### src/rtl/cva6_rom_fetch_if.sv
// Fetch unit bus: boot ROM read port plus the core-facing instruction stream.
// master is the fetch unit, slave is the ROM/core side.
interface cva6_rom_fetch_if;
  logic [9:0]  rom_addr;
  logic [31:0] rom_rdata;
  logic        redirect_i;
  logic [31:0] redirect_pc_i;
  logic        valid_o;
  logic        ready_i;
  logic [31:0] instr_o;
  logic [31:0] pc_o;
  logic        err_o;

  modport master (
    output rom_addr, valid_o, instr_o, pc_o, err_o,
    input  rom_rdata, redirect_i, redirect_pc_i, ready_i
  );

  modport slave (
    input  rom_addr, valid_o, instr_o, pc_o, err_o,
    output rom_rdata, redirect_i, redirect_pc_i, ready_i
  );
endinterface

### src/rtl/cva6_rom_fetch.sv
// Boot ROM instruction fetcher: issues sequential word reads, buffers responses in a
// small prefetch FIFO and hands {pc, instr, err} to the core; redirects flush everything.
module cva6_rom_fetch #(
  parameter int unsigned DEPTH     = 4,
  parameter logic [31:0] RESET_PC  = 32'h0000_0000,
  parameter int unsigned ROM_BYTES = 1024
) (
  input logic              clk,
  input logic              rst_n,
  cva6_rom_fetch_if.master bus
);

  localparam logic [31:0] Nop  = 32'h0000_0013;
  localparam int unsigned PtrW = $clog2(DEPTH);
  localparam int unsigned CntW = PtrW + 1;

  typedef struct packed {
    logic [31:0] pc;
    logic [31:0] instr;
    logic        err;
  } entry_t;

  entry_t          mem_q [DEPTH];
  entry_t          head_q, head_d;
  entry_t          push_entry;
  logic [PtrW-1:0] rd_ptr_q, rd_ptr_d;
  logic [PtrW-1:0] wr_ptr_q, wr_ptr_d;
  logic [CntW-1:0] count_q, count_d;
  logic [CntW-1:0] remain;
  logic [31:0]     fetch_pc_q, fetch_pc_d;
  logic [31:0]     rsp_pc_q, rsp_pc_d;
  logic            rsp_fault_q, rsp_fault_d;
  logic            inflight_q, inflight_d;
  logic            halted_q, halted_d;
  logic            fault, issue, push, pop, valid;

  assign fault = (fetch_pc_q[1:0] != 2'b00) || (fetch_pc_q >= ROM_BYTES);
  assign valid = (count_q != '0);

  // Credit counts buffered plus in-flight words only; a same-cycle pop earns no credit.
  assign issue = !bus.redirect_i && !halted_q &&
                 ((32'(count_q) + 32'(inflight_q)) < DEPTH);
  assign push  = inflight_q && !bus.redirect_i;
  assign pop   = valid && bus.ready_i && !bus.redirect_i;

  assign push_entry = '{pc:    rsp_pc_q,
                        instr: rsp_fault_q ? Nop : bus.rom_rdata,
                        err:   rsp_fault_q};

  assign bus.rom_addr = fetch_pc_q[11:2];
  assign bus.valid_o  = valid;
  assign bus.instr_o  = head_q.instr;
  assign bus.pc_o     = head_q.pc;
  assign bus.err_o    = head_q.err;

  always_comb begin
    fetch_pc_d  = fetch_pc_q;
    rsp_pc_d    = rsp_pc_q;
    rsp_fault_d = rsp_fault_q;
    inflight_d  = inflight_q;
    halted_d    = halted_q;
    rd_ptr_d    = rd_ptr_q;
    wr_ptr_d    = wr_ptr_q;
    count_d     = count_q;
    head_d      = head_q;
    remain      = count_q - CntW'(pop);

    if (bus.redirect_i) begin
      fetch_pc_d = bus.redirect_pc_i;
      halted_d   = 1'b0;
      inflight_d = 1'b0;
      rd_ptr_d   = '0;
      wr_ptr_d   = '0;
      count_d    = '0;
    end else begin
      inflight_d = issue;
      if (issue) begin
        rsp_pc_d    = fetch_pc_q;
        rsp_fault_d = fault;
        fetch_pc_d  = fetch_pc_q + 32'd4;
        if (fault) begin
          halted_d = 1'b1;
        end
      end
      if (push) begin
        wr_ptr_d = wr_ptr_q + PtrW'(1);
      end
      if (pop) begin
        rd_ptr_d = rd_ptr_q + PtrW'(1);
      end
      count_d = count_q + CntW'(push) - CntW'(pop);
      // Head mirror: oldest surviving entry, else the word arriving now, else hold.
      if (remain != '0) begin
        head_d = mem_q[rd_ptr_d];
      end else if (push) begin
        head_d = push_entry;
      end
    end
  end

  always_ff @(posedge clk) begin
    if (!rst_n) begin
      fetch_pc_q  <= RESET_PC;
      rsp_pc_q    <= '0;
      rsp_fault_q <= 1'b0;
      inflight_q  <= 1'b0;
      halted_q    <= 1'b0;
      rd_ptr_q    <= '0;
      wr_ptr_q    <= '0;
      count_q     <= '0;
      head_q      <= '{pc: 32'h0, instr: Nop, err: 1'b0};
    end else begin
      fetch_pc_q  <= fetch_pc_d;
      rsp_pc_q    <= rsp_pc_d;
      rsp_fault_q <= rsp_fault_d;
      inflight_q  <= inflight_d;
      halted_q    <= halted_d;
      rd_ptr_q    <= rd_ptr_d;
      wr_ptr_q    <= wr_ptr_d;
      count_q     <= count_d;
      head_q      <= head_d;
    end
  end

  always_ff @(posedge clk) begin
    if (rst_n && push) begin
      mem_q[wr_ptr_q] <= push_entry;
    end
  end

  no_push_when_full: assert property (@(posedge clk) disable iff (!rst_n)
    !(push && (count_q == CntW'(DEPTH))));

endmodule
### src/flat_wrapper.sv
// flat-port wrapper written by rule: the top's interface ports become plain ports
module cva6_rom_fetch_flat 
#(
  parameter int unsigned DEPTH     = 4,
  parameter logic [31:0] RESET_PC  = 32'h0000_0000,
  parameter int unsigned ROM_BYTES = 1024
)
  (clk, rst_n, bus_rom_addr, bus_valid_o, bus_instr_o, bus_pc_o, bus_err_o, bus_rom_rdata, bus_redirect_i, bus_redirect_pc_i, bus_ready_i);
  cva6_rom_fetch_if bus_i ();
  input logic clk;
  input logic rst_n;
  output wire logic [$bits(bus_i.rom_addr)-1:0] bus_rom_addr;
  output wire logic [$bits(bus_i.valid_o)-1:0] bus_valid_o;
  output wire logic [$bits(bus_i.instr_o)-1:0] bus_instr_o;
  output wire logic [$bits(bus_i.pc_o)-1:0] bus_pc_o;
  output wire logic [$bits(bus_i.err_o)-1:0] bus_err_o;
  input wire logic [$bits(bus_i.rom_rdata)-1:0] bus_rom_rdata;
  input wire logic [$bits(bus_i.redirect_i)-1:0] bus_redirect_i;
  input wire logic [$bits(bus_i.redirect_pc_i)-1:0] bus_redirect_pc_i;
  input wire logic [$bits(bus_i.ready_i)-1:0] bus_ready_i;
  assign bus_rom_addr = bus_i.rom_addr;
  assign bus_valid_o = bus_i.valid_o;
  assign bus_instr_o = bus_i.instr_o;
  assign bus_pc_o = bus_i.pc_o;
  assign bus_err_o = bus_i.err_o;
  assign bus_i.rom_rdata = bus_rom_rdata;
  assign bus_i.redirect_i = bus_redirect_i;
  assign bus_i.redirect_pc_i = bus_redirect_pc_i;
  assign bus_i.ready_i = bus_ready_i;
  cva6_rom_fetch #(.DEPTH(DEPTH), .RESET_PC(RESET_PC), .ROM_BYTES(ROM_BYTES)) u_core (.clk(clk), .rst_n(rst_n), .bus(bus_i));
endmodule
### config.mk
export PLATFORM = sky130hd
export DESIGN_NAME = cva6_rom_fetch_flat
export DESIGN_NICKNAME = d
export VERILOG_FILES = /design/src/rtl/cva6_rom_fetch_if.sv /design/src/rtl/cva6_rom_fetch.sv /design/src/flat_wrapper.sv
export SDC_FILE = /design/constraint.sdc
export NUM_CORES = 1
export LEC_CHECK = 0
export ABC_AREA = 0
export CORE_MARGIN = 1
export CORE_UTILIZATION = 45
export CTS_CLUSTER_SIZE = 16
export DETAILED_ROUTE_END_ITERATION = 16
export PLACE_DENSITY = 0.66
export SKIP_CTS_REPAIR_TIMING = 1
export SLEW_MARGIN = 20
export SYNTH_ARGS = -nofsm -noshare
export SYNTH_HDL_FRONTEND = slang
export SYNTH_SLANG_ARGS = --single-unit
### constraint.sdc
create_clock -name clk -period 4.5 [get_ports clk]
set_input_delay 0.675 -clock clk [delete_from_list [all_inputs] [get_ports clk]]
set_output_delay 0.675 -clock clk [all_outputs]
set_load 0.005 [all_outputs]
==> results of run 1 <==
## registers in the layout, indices dropped and copies added (netlist names)
| register | cells |
|---|---|
| u_core.rd_ptr_q | 2 |
| u_core.bus.instr_o | 32 |
| u_core.fetch_pc_q | 32 |
| u_core.bus.pc_o | 32 |
| u_core.count_q | 3 |
| u_core.mem_q | 260 |
| u_core.rsp_pc_q | 32 |
| u_core.halted_q | 1 |
| u_core.rsp_fault_q | 1 |
| u_core.wr_ptr_q | 2 |
| u_core.inflight_q | 1 |
| u_core.bus.err_o | 1 |
## synth_stat cells (4+ instances only)
cell | instances | area [µm²]
o221ai_1 | 32 | 280
or3_1 | 34 | 213
ha_1 | 11 | 138
nand2_1 | 190 | 713
or4_1 | 5 | 37.5
mux4_2 | 5 | 113
nor2b_1 | 94 | 588
a211oi_1 | 60 | 450
or2_2 | 4 | 25.0
o31ai_1 | 5 | 37.5
dfxtp_1 | 139 | 2780
o21ai_0 | 154 | 771
a21boi_0 | 32 | 240
edfxtp_1 | 260 | 7810
mux2i_1 | 86 | 861
nand2b_1 | 6 | 37.5
and3_1 | 77 | 482
a221oi_1 | 26 | 228
nor2_1 | 52 | 195
clkbuf_1 | 120 | 450
buf_2 | 17 | 85.1
nor3b_1 | 4 | 30.0
inv_1 | 15 | 56.3
xnor2_1 | 24 | 210
o41ai_1 | 32 | 280
a21oi_1 | 57 | 285
and4_1 | 5 | 43.8
nand3_1 | 78 | 390
buf_1 | 9 | 33.8
nor4_1 | 19 | 119
nand4_1 | 10 | 62.6
buf_4 | 10 | 75.1
nor3_1 | 9 | 45.0
a31oi_1 | 13 | 81.3
## routing by layer
| layer | vias to the layer above | global-route usage |
|---|---|---|
| met3 | 84 | 0.0336 |
| met5 | - | 0 |
| li1 | 6600 | - |
| met2 | 614 | 0.390 |
| met1 | 6934 | 0.333 |
| met4 | 0 | 0.0805 |
## area by class of cell
class | count | area share
flip-flops and latches | 399 | 0.486
multi-input cells | 1152 | 0.334
repair buffers | 183 | 0.0843
clock buffers | 59 | 0.0553
well taps | 525 | 0.0301
clock inverters | 20 | 0.00729
inverters | 17 | 0.00298
## cell families (layout without fill, tap and decap cells)
group / Yosys count / count (layout) / share of synthesized area
buffers and inverters: 173 / 279 / 0.0383
adder cells (fa/ha/maj): 12 / 12 / 0.00852
AND/OR/NAND/NOR: 598 / 598 / 0.166
multiplexers: 92 / 92 / 0.0532
flip-flops: 399 / 399 / 0.572
XOR/XNOR: 25 / 25 / 0.0118
AO/OA/AOI/OAI: 425 / 425 / 0.150
## final timing paths
path	start	depth (start not counted)	slack, ns	to
worst max register to register	u_core.count_q[2]	12	1.41	u_core.bus.instr_o[5]
worst min register to register	u_core.bus.instr_o[26]	2	0.45	u_core.bus.instr_o[26]
worst max-delay path	bus_ready_i	9	1.22	u_core.bus.instr_o[3]
worst min-delay path	u_core.bus.instr_o[26]	2	0.45	u_core.bus.instr_o[26]
## where the power goes
part | leakage (nW) | total (mW) | internal, mW | switching, mW
combinational | 2.84 | 0.414 | 0.174 | 0.240
clock | 0.670 | 3.42 | 1.99 | 1.43
sequential | 3.48 | 4.05 | 3.96 | 0.0869
total | 6.99 | 7.88 | 6.12 | 1.76
## tightest hold or removal path, delay by kind of cell, from the launching register on
kind / cells / cell delay [ns]
compound gates: 1 / 0.05
simple gates: 1 / 0.04
flops: 1 / 0.32
## per-stage QoR
stage                     instances  setup WS [ns]  cell area (µm²)
after floorplan                1724          0.961            18500
after global placement         2276          0.716            20400
after detailed placement       2276          0.686            20400
after CTS                      2355           1.28            21800
after global routing           2355           1.12            21800
final                          2355           1.22            21800
==> metrics.txt, run 1 <==
status completed; Num CTS Buffers 43; crit share post-route 0.730; gr ovfl total 0; CTS sink count ~400; WL/cell around 21 µm; required time of the critical path slightly below 5 ns; Pwr Total approximately 7.9 mW; Crit path max-delay family buffers and inverters; Setup Total Neg Slack 0 ns; Sequential Area 10,600 µm²; proportion of layout cells with a drive suffix above 1 0.0738; critical path type in2reg; RSZ-0062 raised after global routing no; DR iter-0 viols about 1,300; first-pass GRT wire length roughly 79,000 µm; Layout area overhead 17.8%; sequential share of the synthesized area 0.572; Final HPWL DP 28,800 µm; Peak Freq a little over 0.3 GHz; initial antenna violation count 0; critical-path cell list clkdlybuf4s50_1, nor2b_4, nand2_2, clkinv_2, buf_4, buf_4, mux4_2, nand2b_1, a32o_1; Mapped Nets 1,804; Max stage delay on crit path about 0.72 ns; Setup Skew between 0.02 and 0.025 ns; Worst slew margin 0.264; root buf cell clkbuf_16; boundary pin count 144; fraction of registers with async set/reset 0; core area about 40,000 µm²; final net count around 1,900; Hold Vio Cnt, Final 0; Critical Path Most Common Cell buf_4; ant diodes 0; I/O Buffers 143; Slew @ Worst Pin about 1.1 ns; number of synthesized flops with an enable pin 260; Reg clk slew, reported paths approximately 0.060 ns; Via density around 6.0; Hold WS ~0.45 ns; Cell Area, Synth 18,500 µm²; DR WL met2 ~24,000 µm; vias in the first global route between 10,000 and 15,000; die area 42,000 µm²; Synth Flop Type edfxtp_1; Rows 73; WL met1 approximately 22,000 µm; DR top layer met4; clock buffer depth 3; Worst VDD drop ~0.26 mV; count of cell types in the netlist 52; largest net degree at the start of global routing 82; Worst Path Arrival ~3.7 ns; Clk Latency, worst-skew pair between 0.5 and 0.6 ns; CTS tree built; post-layout min period 3.28 ns; # H-tree levels 2; pwr dens between 300 and 400 nW/µm²; crit start category input port; GPL Wtd Cong around 0.84; max-slew violations 0; Mapped Cells ~1,700; synth warn 0; Mean Syn Cell Area roughly 11 µm²; commonest non-fill, non-tap cell in the layout edfxtp_1; commonest non-fill, non-tap cells in the layout edfxtp_1, nand2_1, o21ai_0; detailed-route via count between 10,000 and 15,000; largest fanout on the critical path between 50 and 60; max-cap viol count 0; Detailed Route WL 50,500 µm; Die Wd approximately 200 µm; area of the multi-input gates 7280 µm²; final setup violating endpoints 0; kind of end point of the critical path register; P_leak 6.99 nW; Crit path buffers/inverters 4; # DRC 0; fillers ~3,500; Crit-path slowest cell buf_4; DRT antenna net count 0; worst hold path type reg2reg; Starting Density 0.461; drt pass-1 iters 5; GRT Util Overall 0.241; DR WL met3 ~4000 µm; Yosys reg bits around 400; Die Span Y just over 200 µm; utilization after layout 0.543
No activity file was read; power rests on OpenSTA's default activity.
==> run 2, diff against run 1 <==
clock period = 3.3 ns   (was 4.5 ns; I/O delays follow)
==> metrics.txt, run 2 (synthesized netlist as in run 1, its figures left out) <==
Worst R2R Setup Slack 0.58 ns (was 1.41 ns); worst hold start u_core.bus.instr_o[10] (was u_core.bus.instr_o[26]); Setup Skew 0.0198 ns (was 0.0207 ns); status completed (unchanged); P_leak 7.10 nW (was 6.99 nW); final setup violating endpoints 0 (unchanged); final net count 1,889 (was 1,876); Worst Hold End u_core.bus.instr_o[10] (was u_core.bus.instr_o[26]); placed cell count 2,289 (was 2,276); CTS tree built (unchanged); Sequential Area 10,600 µm² (unchanged); Global Route met1 Usage 0.317 (was 0.333); area of the multi-input gates 7280 µm² (about the same); Worst VDD drop 0.347 mV (was 0.262 mV); die area 42,000 µm² (unchanged); worst reg2reg path depth 12 (unchanged); Worst R2R End u_core.bus.instr_o[2] (was u_core.bus.instr_o[5]); initial antenna violation count 0 (unchanged); largest fanout on the critical path 36 (was 54); Final HPWL DP 29,200 µm (was 28,800 µm); most flop-heavy register u_core.mem_q (unchanged); Worst Path Arrival 3.14 ns (was 3.74 ns); WHS Path Cells 2 (unchanged); DR iter-0 viols 1,077 (was 1,311); RSZ-0062 raised after global routing no (unchanged); proportion of layout cells with a drive suffix above 1 0.0819 (was 0.0738); Peak Freq approximately 0.37 GHz; DRT antenna net count 0 (unchanged); commonest non-fill, non-tap cells in the layout edfxtp_1, nand2_1, o21ai_0 (unchanged); post-layout min period about 2.7 ns; # H-tree levels 2 (unchanged); clock buffer depth 3 (unchanged); Setup Total Neg Slack 0 ns (unchanged); pwr dens 491 nW/µm² (was 361 nW/µm²); Largest register FFs 260 (unchanged); # DRC 0 (unchanged); non-filler cells, final 2,369 (was 2,355); CTS sink count 399 (unchanged); Die Span Y 205 µm (unchanged); GPL Wtd Cong 0.804 (was 0.843); Hold WS 0.451 ns (about the same); core area 40,200 µm² (unchanged); required time of the critical path 3.73 ns (was 4.95 ns); Detailed Route WL 50,300 µm (was 50,500 µm); Worst slew margin 0.353 (was 0.264); first-pass GRT wire length 77,400 µm (was 78,800 µm); Clk Latency, worst-skew pair 0.54 ns (was 0.56 ns); kind of end point of the critical path register (unchanged); root buf cell clkbuf_16 (unchanged); drt pass-1 iters 7 (was 5); Reg clk slew, reported paths 0.06 ns (about the same); fillers 3,448 (was 3,480); GRT Util Overall 0.237 (was 0.241); gr ovfl total 0 (unchanged); crit start category register (was input port); R2R Path Start u_core.count_q[2] (unchanged); Num CTS Buffers 43 (unchanged); critical path type reg2reg (was in2reg); commonest non-fill, non-tap cell in the layout edfxtp_1 (unchanged); max-slew violations 0 (unchanged); WL/cell 21.2 µm (was 21.4 µm); Hold Vio Cnt, Final 0 (unchanged); Slew @ Worst Pin 0.969 ns (was 1.10 ns); detailed-route via count 14,200 (about the same); Die Wd 205 µm (unchanged); worst hold path type reg2reg (unchanged); Pwr Total 10.8 mW (was 7.88 mW); largest net degree at the start of global routing 103 (was 82); Starting Density 0.461 (unchanged); max-cap viol count 0 (unchanged); boundary pin count 144 (unchanged); busiest grt layer met2 (unchanged); Layout area overhead 19.0% (was 17.8%); vias in the first global route 13,900 (was 14,100); Via density 6.01 (was 6.04); Rows 73 (unchanged); crit share post-route 0.824; ant diodes 0 (unchanged); met3 Track Usage GR 0.0326 (was 0.0336); I/O Buffers 143 (unchanged); GR Layer Usage met2 0.395 (was 0.390)
[run 2: changes by cell type in the layout (fill, tap and decap cells not counted)]
cell        previous run  this run
buf_12                 9        18
clkinv_1              12         3
clkbuf_1               9        16
buf_4                 31        35
clkbuf_8               7         4
clkinv_2               6         9
bufinv_16              2         3
clkbuf_16             43        44
clkinv_8               2         1
clkinvlp_4             0         1
inv_6                  0         1
nor2b_2                0         1
nor2b_4                2         1
[run 2: worst max-delay path, stage by stage, from the launching register on]
cell and delay [ns]:
dfxtp_1 0.39, nor3_2 0.27, inv_2 0.09, nand2_2 0.08, clkinv_2 0.07, ha_1 0.19
ha_1 0.29, and3b_1 0.26, a21oi_4 0.23, buf_12 0.23, nor2b_1 0.08, a31o_2 0.22
a32o_1 0.20
[run 2: cell type report]
| cell class | count | area share |
|---|---|---|
| multi-input combinational | 1152 | 0.330 |
| timing repair buffer | 196 | 0.0930 |
| tap | 525 | 0.0298 |
| inverter | 17 | 0.00295 |
| sequential | 399 | 0.481 |
| clock inverter | 16 | 0.00772 |
| clock buffer | 64 | 0.0552 |
[run 2: worst max path at each step]
stage,start,to,slack (ns),cells after the start
6_report,u_core.count_q[2],u_core.bus.instr_o[2],0.58,12
5_1_grt,u_core.count_q[2],u_core.bus.instr_o[16],0.39,13
4_1_cts,u_core.count_q[2],u_core.bus.pc_o[3],0.58,11
3_5_place_dp,bus_redirect_i,u_core.bus.pc_o[3],0.17,12
3_3_place_gp,bus_redirect_i,u_core.bus.pc_o[2],0.22,12
2_1_floorplan,bus_ready_i,u_core.bus.instr_o[10],0.08,15
[run 2: layer usage]
metal / vias to the layer above / wire, µm / part of all wire
met2: 620 / 23900 / 0.48
li1: 6623 / - / -
met1: 6884 / 21000 / 0.42
met4: 0 / 1250 / 0.025
met5: - / 0 / 0
met3: 102 / 4050 / 0.080
[run 2: stage by stage]
step	instance area [µm²]	utilization	setup WS, ns
global route	22000	0.548	0.393
CTS	22000	0.548	0.584
floorplan	18500	-	0.0812
global placement	20600	0.514	0.216
detailed placement	20600	0.514	0.172
finish	22000	0.548	0.582
[run 2: report_power, final]
| part | total [mW] | switching [mW] | leakage (nW) | internal [mW] |
|---|---|---|---|---|
| Clock | 4.71 | 1.91 | 0.678 | 2.79 |
| Combinational | 0.587 | 0.332 | 2.95 | 0.255 |
| Sequential | 5.52 | 0.119 | 3.48 | 5.40 |
==> run 3, diff against run 2 <==
PLACE_DENSITY = 0.69   (was 0.66)
clock period = 2.3 ns   (was 3.3 ns; I/O delays follow)
==> metrics.txt, run 3 (synthesized netlist as in run 1, its figures left out) <==
status finished, violations left (was completed); failing checks setup timing; clock group share of total power 0.437 (was 0.435); required time of the critical path 2.75 ns (was 3.73 ns); root buf cell clkbuf_16 (unchanged); detailed-route via count 15,000 (was 14,200); Die Span Y 205 µm (unchanged); Largest register FFs 260 (unchanged); WHS Path Cells 4 (was 2); Worst Hold End u_core.fetch_pc_q[24] (was u_core.bus.instr_o[10]); area of the multi-input gates 8030 µm² (was 7280 µm²); kind of end point of the critical path register (unchanged); Seq pwr share 0.493 (was 0.510); proportion of layout cells with a drive suffix above 1 0.192 (was 0.0819); Via density 6.11 (was 6.01); DR iter-0 viols 1,329 (was 1,077); worst reg2reg path depth 13 (was 12); commonest non-fill, non-tap cells in the layout edfxtp_1, nand2_1, clkdlybuf4s50_1 (was edfxtp_1, nand2_1, o21ai_0); Die Wd 205 µm (unchanged); Num CTS Buffers 42 (was 43); final net count 1,977 (was 1,889); boundary pin count 144 (unchanged); ant diodes 0 (unchanged); Detailed Route WL 54,600 µm (was 50,300 µm); largest net degree at the start of global routing 71 (was 103); largest fanout on the critical path 7 (was 36); R2R Path Start u_core.count_q[2] (unchanged); commonest non-fill, non-tap cell in the layout edfxtp_1 (unchanged); post-route design area 24,100 µm² (was 22,000 µm²); Layout area overhead 30.1% (was 19.0%); # H-tree levels 2 (unchanged); core area 40,200 µm² (unchanged); RSZ-0062 raised after global routing yes (was no); pwr dens 665 nW/µm² (was 491 nW/µm²); first-pass GRT wire length 78,200 µm (was 77,400 µm); gr ovfl total 0 (unchanged); final setup violating endpoints 65 (was 0); WL/cell 22.2 µm (was 21.2 µm); Worst R2R End u_core.bus.pc_o[28] (was u_core.bus.instr_o[2]); P_leak 8.10 nW (was 7.10 nW); crit share post-route 1.06 (was 0.824); GRT Util Overall 0.240 (was 0.237); fillers 3,187 (was 3,448); CTS tree built (unchanged); die area 42,000 µm² (unchanged); Worst slew margin 0.505 (was 0.353); Logic pwr share 0.070 (was 0.054); GPL Wtd Cong 0.866 (was 0.804); Sequential Area 10,600 µm² (about the same); P_sw 3.65 mW (was 2.36 mW); Pwr Total 16.0 mW (was 10.8 mW); # DRC 0 (unchanged); Clk Latency, worst-skew pair 0.57 ns (was 0.54 ns); Starting Density 0.461 (unchanged); Internal 12.4 mW (was 8.45 mW); drt pass-1 iters 5 (was 7); Final HPWL DP 31,100 µm (was 29,200 µm); initial antenna violation count 0 (unchanged); most flop-heavy register u_core.mem_q (unchanged); clock buffer depth 3 (unchanged); max-cap viol count 0 (unchanged); vias in the first global route 14,000 (was 13,900); worst hold start rst_n (was u_core.bus.instr_o[10]); post-layout min period 2.44 ns (was 2.72 ns); Hold Vio Cnt, Final 0 (unchanged); Worst Path Arrival 2.89 ns (was 3.14 ns); Setup WS post-layout -0.141 ns (was 0.582 ns); max-slew violations 0 (unchanged); Reg clk slew, reported paths 0.06 ns (about the same); worst hold path type in2reg (was reg2reg); critical path type reg2reg (unchanged); CTS sink count 399 (unchanged); Peak Freq 0.410 GHz (was 0.368 GHz); crit start category register (unchanged); Worst VDD drop 0.484 mV (was 0.347 mV); Rows 73 (unchanged); Slew @ Worst Pin 0.742 ns (was 0.969 ns); Setup Total Neg Slack -3.46 ns (was 0 ns); I/O Buffers 143 (unchanged); Sw Share 0.228 (was 0.219); Worst R2R Setup Slack -0.14 ns (was 0.58 ns); Setup Skew 0.0189 ns (was 0.0198 ns); placed cell areas 21,300 µm² (was 20,600 µm²); DRT antenna net count 0 (unchanged)
==> run 3: changes by cell type in the layout (fill, tap and decap cells not counted), moves of 17 or more <==
cell      before  now
o21ai_0      154   78
o21ai_1        0   39
o21ai_2        0   37
buf_4         35   68
buf_12        18   48
nand2_1      189  164
o41ai_1       32   10
o41ai_2        0   22
o221ai_1      32   12
o221ai_2       0   17
==> run 3: worst max-delay path by stage <==
| stage | from | to | cells past startpoint |
|---|---|---|---|
| 6_report | u_core.count_q[2] | u_core.bus.pc_o[28] | 13 |
| 5_1_grt | u_core.count_q[2] | u_core.bus.instr_o[2] | 14 |
| 4_1_cts | u_core.count_q[0] | u_core.bus.instr_o[20] | 14 |
| 3_5_place_dp | bus_ready_i | u_core.bus.pc_o[24] | 12 |
| 3_3_place_gp | bus_redirect_i | u_core.bus.instr_o[15] | 14 |
| 2_1_floorplan | u_core.count_q[0] | u_core.bus.instr_o[2] | 14 |
==> run 3: layer usage <==
metal  share of wire  vias to the layer above  track usage
li1                -                     6827            -
met1            0.41                     7307        0.329
met2            0.48                      732        0.387
met3           0.083                      130       0.0318
met4           0.032                        0       0.0906
met5               0                        -            0
==> run 3: per-stage QoR <==
step / instances / utilization / hold slack, ns / setup slack (ns)
floorplan: 1724 / - / 0.444 / -0.381
global placement: 2343 / 0.531 / 0.440 / -0.509
detailed placement: 2343 / 0.531 / 0.444 / -0.575
CTS: 2421 / 0.566 / 0.291 / -0.225
global route: 2456 / 0.599 / 0.328 / -0.211
finish: 2456 / 0.599 / 0.301 / -0.141
==> run 3: layout make-up <==
class / count / area share
clock buffer: 57 / 0.0476
clock inverter: 21 / 0.0116
inverter: 17 / 0.00275
multi-input combinational: 1152 / 0.334
sequential: 399 / 0.440
tap: 525 / 0.0273
timing repair buffer: 285 / 0.137
==> run 3: power groups by stage <==
| stage | Clock [mW] | Combinational [mW] | Sequential, mW |
|---|---|---|---|
| after floorplan | 0 | 0.459 | 7.99 |
| after global placement | 0 | 0.910 | 8.03 |
| after detailed placement | 0 | 0.923 | 8.03 |
| after CTS | 7.05 | 0.929 | 7.88 |
| after global routing | 7.34 | 1.19 | 7.91 |
| final | 7.00 | 1.12 | 7.90 |
==> run 3: worst max-delay path, cell delays in order (launching register included) <==
cell and delay, ns:
dfxtp_2 0.33, nor3_4 0.21, inv_2 0.08, nand2_4 0.07
inv_4 0.04, ha_4 0.15, ha_4 0.21, and3b_2 0.24
a21oi_4 0.20, buf_12 0.14, buf_12 0.10, buf_12 0.12
o221ai_2 0.09, o41ai_2 0.35
